$ cat src/rtl/proc_pkg.sv
`default_nettype none
// ============================================================================
// Module      : proc_pkg
// Description : Shared constants and fetch state encoding for the processor
//               front end (ROM, fetch, decode).
// Revision    : 1.0 - initial release
// ============================================================================
package proc_pkg;

  localparam int ADDR_W      = 20;
  localparam int DATA_W      = 20;
  localparam int MEM_DEPTH   = 20;
  localparam int FETCH_CNT_W = 16;

  // Highest legal PC; anything above it is outside the ROM image.
  localparam logic [ADDR_W-1:0] LAST_ADDR = ADDR_W'(MEM_DEPTH - 1);

  typedef enum logic [0:0] {
    RUN  = 1'b0,
    HALT = 1'b1
  } fetch_state_t;

endpackage : proc_pkg
`default_nettype wire

$ cat src/rtl/pc_unit.sv
`default_nettype none
// ============================================================================
// Module      : pc_unit
// Description : Program counter with wrap-around increment, branch redirect
//               with range check, and sticky out-of-range flag.
// Revision    : 1.0 - initial release
// ============================================================================
module pc_unit
  import proc_pkg::*;
(
  input  logic              clk,
  input  logic              rst_n,
  input  logic              advance,
  input  logic              redirect,
  input  logic [ADDR_W-1:0] target,
  output logic [ADDR_W-1:0] pc,
  output logic              addr_err
);

  logic [ADDR_W-1:0] r_pc;
  logic              r_addr_err;
  logic              w_target_ok;
  logic [ADDR_W-1:0] w_pc_inc;

  assign w_target_ok = (target <= LAST_ADDR);
  assign w_pc_inc    = (r_pc == LAST_ADDR) ? '0 : r_pc + ADDR_W'(1);

  always_ff @(posedge clk) begin
    if (!rst_n) begin
      r_pc       <= '0;
      r_addr_err <= 1'b0;
    end else if (redirect) begin
      // An illegal target restarts at address 0 and latches the error.
      if (w_target_ok) begin
        r_pc <= target;
      end else begin
        r_pc       <= '0;
        r_addr_err <= 1'b1;
      end
    end else if (advance) begin
      r_pc <= w_pc_inc;
    end
  end

  assign pc       = r_pc;
  assign addr_err = r_addr_err;

endmodule : pc_unit
`default_nettype wire

$ cat src/rtl/instr_fetch.sv
`default_nettype none
// ============================================================================
// Module      : instr_fetch
// Description : Fetch stage: drives the ROM address from the PC, registers the
//               returned word and offers it to decode over valid/ready.
// Revision    : 1.0 - initial release
// ============================================================================
module instr_fetch
  import proc_pkg::*;
#(
  parameter int CNT_W = FETCH_CNT_W
) (
  input  logic              clk,
  input  logic              rst_n,
  output logic [ADDR_W-1:0] rom_addr,
  input  logic [DATA_W-1:0] rom_data,
  output logic [DATA_W-1:0] instr,
  output logic [ADDR_W-1:0] instr_pc,
  output logic              instr_valid,
  input  logic              instr_ready,
  input  logic              branch_en,
  input  logic [ADDR_W-1:0] branch_target,
  input  logic              halt_req,
  input  logic              resume,
  output logic              halted,
  output logic              addr_err,
  output logic [CNT_W-1:0]  fetch_cnt
);

  fetch_state_t      r_state;
  fetch_state_t      w_state_nxt;
  logic [DATA_W-1:0] r_instr;
  logic [ADDR_W-1:0] r_instr_pc;
  logic              r_valid;
  logic              w_valid_nxt;
  logic [CNT_W-1:0]  r_cnt;
  logic [ADDR_W-1:0] w_pc;
  logic              w_slot_free;
  logic              w_accept;
  logic              w_fetch;
  logic              w_redirect;

  assign w_slot_free = !r_valid || instr_ready;
  assign w_accept    = r_valid && instr_ready;

  pc_unit u_pc_unit (
    .clk      (clk),
    .rst_n    (rst_n),
    .advance  (w_fetch),
    .redirect (w_redirect),
    .target   (branch_target),
    .pc       (w_pc),
    .addr_err (addr_err)
  );

  always_ff @(posedge clk) begin
    if (!rst_n) begin
      r_state <= RUN;
    end else begin
      r_state <= w_state_nxt;
    end
  end

  // Without a fetch, an accepted instruction leaves the slot empty and an
  // unaccepted one stays put; a redirect always empties the slot.
  always_comb begin
    w_state_nxt = r_state;
    w_fetch     = 1'b0;
    w_redirect  = 1'b0;
    w_valid_nxt = r_valid && !instr_ready;
    case (r_state)
      RUN: begin
        if (branch_en) begin
          w_redirect  = 1'b1;
          w_valid_nxt = 1'b0;
          if (halt_req) begin
            w_state_nxt = HALT;
          end
        end else if (halt_req) begin
          w_state_nxt = HALT;
        end else if (w_slot_free) begin
          w_fetch     = 1'b1;
          w_valid_nxt = 1'b1;
        end
      end
      HALT: begin
        if (resume) begin
          w_state_nxt = RUN;
        end
      end
      default: w_state_nxt = RUN;
    endcase
  end

  always_ff @(posedge clk) begin
    if (!rst_n) begin
      r_instr    <= '0;
      r_instr_pc <= '0;
      r_valid    <= 1'b0;
      r_cnt      <= '0;
    end else begin
      r_valid <= w_valid_nxt;
      if (w_fetch) begin
        r_instr    <= rom_data;
        r_instr_pc <= w_pc;
      end
      if (w_accept && (r_cnt != '1)) begin
        r_cnt <= r_cnt + CNT_W'(1);
      end
    end
  end

  assign rom_addr    = w_pc;
  assign instr       = r_instr;
  assign instr_pc    = r_instr_pc;
  assign instr_valid = r_valid;
  assign halted      = (r_state == HALT);
  assign fetch_cnt   = r_cnt;

endmodule : instr_fetch
`default_nettype wire

$ cat config.mk
export PLATFORM = sky130hd
export DESIGN_NAME = instr_fetch
export DESIGN_NICKNAME = d
export VERILOG_FILES = /design/src/rtl/proc_pkg.sv /design/src/rtl/pc_unit.sv /design/src/rtl/instr_fetch.sv
export SDC_FILE = /design/constraint.sdc
export NUM_CORES = 1
export LEC_CHECK = 0
export ABC_AREA = 1
export BUFFER_PORTS_ARGS = -buffer_cell sky130_fd_sc_hd__buf_2
export CORE_MARGIN = 2
export CORE_UTILIZATION = 51
export DETAILED_ROUTE_END_ITERATION = 10
export PLACE_DENSITY = 0.8
export SYNTH_ARGS = -nofsm -noshare
export SYNTH_HDL_FRONTEND = slang
export SYNTH_HIERARCHICAL = 1
export SYNTH_SLANG_ARGS = --single-unit
$ cat constraint.sdc
create_clock -name clk -period 1.8 [get_ports clk]
set_input_delay 0.36 -clock clk [delete_from_list [all_inputs] [get_ports clk]]
set_output_delay 0.36 -clock clk [all_outputs]
set_load 0.01 [all_outputs]
==> results.md <==
- Dividing total power by cell area gives a power density of slightly above 800 nW/um2.
- The overall overflow remaining after global route is 0.
- The clock sink count is between 70 and 80.
- In this run the static leakage power is 2.187 nW.
- After detailed routing, the average wire length per cell comes to approximately 13 um.
- Summing all multi-input logic gate instances after layout gives roughly 2200 um2.
- After clock tree synthesis, the clock-pin slew on the worst setup and hold paths is 80 ps.
- The number of instances in the synthesized netlist is about 580.
- The largest voltage drop on the vdd net is between 400 and 500 uV.
- The worst hold slack is between 150 and 200 ps.
- In this run the worst hold path is classified as primary input to register.
- For the pin with the worst max-slew slack, the measured transition is 435.3 ps.
- Across the whole layout, storage elements account for 1582 um2.
- The worst hold path passes through 2 cells.
- The required arrival time at the worst endpoint is 2040 ps.
- Net switching is between 20% and 30% of the power.
- The first global-routing pass estimated 17550 um of wire.
- The initial utilization of the core area, before any placement, comes to a little over half.
- The arrival time of data at the critical path endpoint is 1840 ps.
- The relative area change from synthesis to final layout is 24.35%.
- Pin placement for this block handled approximately 130 I/O pins.
- Setup slack on the critical path of the routed design comes to around 200 ps.
- The number of cells on the worst reg-to-reg path is 6.
- In this run the remaining antenna-violating nets after routing total 0.
- STA classifies the critical path startpoint as a register.
- The placed wire-length estimate is 7715 um.
- In the routed layout, each cell is associated on average with a via count of between 5 and 6.
- The share of power burned in the clock network is between 30% and 40%.
- The total of flip-flops plus latches after synthesis is 79.
- STA classifies the critical path endpoint as a register.
- The pin count of the biggest net entering global routing is 43.
- The number of setup buffers added after CTS is 0.
- Max-cap violations in this run came to 0.
- Dividing the final minimum period by the clock period gives 89.00%.
- Combinational cells account for between 10 and 15% of the total power.
- The number of setup violations in the final report is 0.
- After synthesis the cells add up to about 4000 um2.
- The later pin in the worst-skew pair is clocked with a latency of between 300 and 400 ps.
- The first TritonRoute pass finished after 5 iterations.
- The power share of the sequential group is 47.0%.
- The number of I/O port buffers is 124.
- The clock buffer count from CTS is 9.
- The number of nets in the synthesized netlist is about 630.
- The clock tree root driver cell is clkbuf_8.
- The congestion estimate from routability-driven global placement came to between 0.9 and 1.
- The internal power of the cells is roughly 0.003 W.
- Headroom to the max-slew limit came out at between 70 and 80%.
- The die width is a little over 90 um.
- The die covers around 8600 um2.
- The number of global-route vias before repair is slightly below 4000.
- The count of pins over their slew limit came to 0.
- For this run, the post-layout net count is 750.
- In this run the core area contains 32 standard-cell rows.
- Measured along the y axis, the die boundary spans roughly 93 um.
- Yosys printed 6 warnings.
- Counting along the longest clock path gives a buffer depth of 2.
- The worst path needs 1602 ps of the cycle, external delays included.
- The DRC violation total after the first TritonRoute iteration is between 200 and 250.
- The flow ran to the end, and the final reports show no timing, DRC or antenna violations.
- The achievable clock frequency is about 620 MHz.
- The total area inside the core boundary comes to between 7000 and 8000 um2.
- The TritonCTS clock tree is built.
- The hold violation count in the final report is 0.
- Summed over all layers, the routed wires come to about 11000 um.
- In this run, post-CTS repair resized a total of 0 instances.
- For this design the total switching power over the nets is ~0.0011 W.
- After filler insertion, the fill cell instance count of the layout stands at around 710.
- Overall power consumption after layout is estimated at 0.004113 W.
- The worst clock skew on the final layout is about 13 ps.
- The number of antenna diodes in the final layout is 0.
- The initial antenna violation count is 0.
- Global routing used 25.14% of the available tracks.
- The worst register-to-register path has a setup slack of between 150 and 200 ps.
- The routed layout has ~4200 vias.
- After detailed routing, the number of remaining DRC violations is 0.
- The number of hold buffers added after CTS is 0.
- Of the cells placed in the final design, the portion with a size suffix greater than 1 is between 20% and 30%.
- The number of H-tree branching levels is 3.
- The critical setup path kind is register to register.
- The count of distinct cell types in the synthesized netlist is 34.
- The minimum setup slack after placement is about 210 ps.
- The register area share after synthesis is between 30% and 40%.
- Setup repair after global routing left no endpoint under its margin.
- In this run the worst path has a maximum fanout of 21.
- Adding up every negative setup slack in the final design gives 0 ps.
- The average size of a mapped cell is between 6 and 7 um2.
-- power groups by stage --
stage                     combinational [W]  sequential, W  clock (W)
after floorplan                    0.000313        0.00198          0
after global placement             0.000557        0.00197          0
after detailed placement           0.000571        0.00197          0
after CTS                          0.000573        0.00193    0.00163
after global routing               0.000640        0.00195    0.00171
final                              0.000573        0.00193    0.00161
-- synthesized netlist by cell type, drive strengths merged --
cell,n,area [um2]
a211oi,2,15.01
a21oi,71,366.6
and2,1,6.260
buf,15,96.34
clkbuf,10,40.04
clkinv,3,11.26
dfxtp,79,1582
ha,2,25.02
inv,33,123.9
nand2,166,673.1
nand3,59,360.3
nand3b,1,7.510
nand4,9,71.32
nor2,91,429.2
nor3,7,40.04
o211ai,1,7.510
o21ai,21,105.1
o21bai,3,22.52
or2,1,6.260
xnor2,1,8.760
xor2,3,26.28
-- state kept, by name, indices dropped and copies added (netlist names) --
register            cells
halted                  1
instr_pc               20
u_pc_unit/addr_err      1
u_pc_unit/pc           20
fetch_cnt              16
instr                  20
instr_valid             1
-- layer usage --
| metal | GRT usage (%) | part of all wire, % | vias up |
|---|---|---|---|
| met2 | 43.12 | 47 | 149 |
| met4 | 8.701 | 1.2 | 0 |
| met5 | 0 | 0 | - |
| li1 | - | - | 2131 |
| met3 | 3.987 | 5.9 | 11 |
| met1 | 32.03 | 46 | 1921 |
-- critical path, stage by stage, from the launching register on --
cell     delay [ps]
dfxtp_1         400
ha_1            170
inv_1           100
nor2_4          160
nand4_4         330
a21oi_1         270
nor2_1           60
-- final timing paths --
path | start | end
worst max register to register | fetch_cnt[0] | fetch_cnt[14]
worst min-delay path | resume | halted
worst max-delay path | fetch_cnt[0] | fetch_cnt[14]
worst min register to register | instr[17] | instr[17]
-- cell usage in the layout (no fill, tap or decap), drive strengths merged, types with 2 or more instances in the layout --
cell type	n
inv	33
a21oi	71
nand4	9
nor2	91
nand3	59
bufinv	3
clkinv	3
a211oi	2
o21bai	3
o21ai	21
dfxtp	79
nor3	7
ha	2
nand2	166
xor2	3
clkbuf	12
buf	137
-- stage by stage --
stage / utilization (%) / cell area (um2) / instances
after global routing: 65.09 / 5004 / 808
after detailed placement: 61.90 / 4758 / 793
after global placement: 61.90 / 4758 / 793
after CTS: 65.09 / 5004 / 808
after floorplan: - / 4024 / 579
final: 65.09 / 5004 / 808
-- kinds of logic (layout without fill, tap and decap cells) --
group / after synthesis / in the layout / share of synthesized area [%]
xor gates and xnor gates: 4 / 4 / 0.8708
and+or+nand+nor: 335 / 335 / 39.61
adders and majority gates: 2 / 2 / 0.6218
buffers and inverters: 61 / 188 / 6.747
AOI/OAI and AO/OA: 98 / 98 / 12.84
DFF: 79 / 79 / 39.30
-- layout make-up --
| cell class | instances | area share [%] |
|---|---|---|
| multi-input cells | 439 | 43.39 |
| flip-flops and latches | 79 | 31.61 |
| repair buffers | 137 | 14.85 |
| clock buffers | 12 | 3.101 |
| inverters | 36 | 2.701 |
| well taps | 102 | 2.551 |
| clock inverters | 3 | 1.800 |
Note: power is estimated with default switching activity, not from simulation.
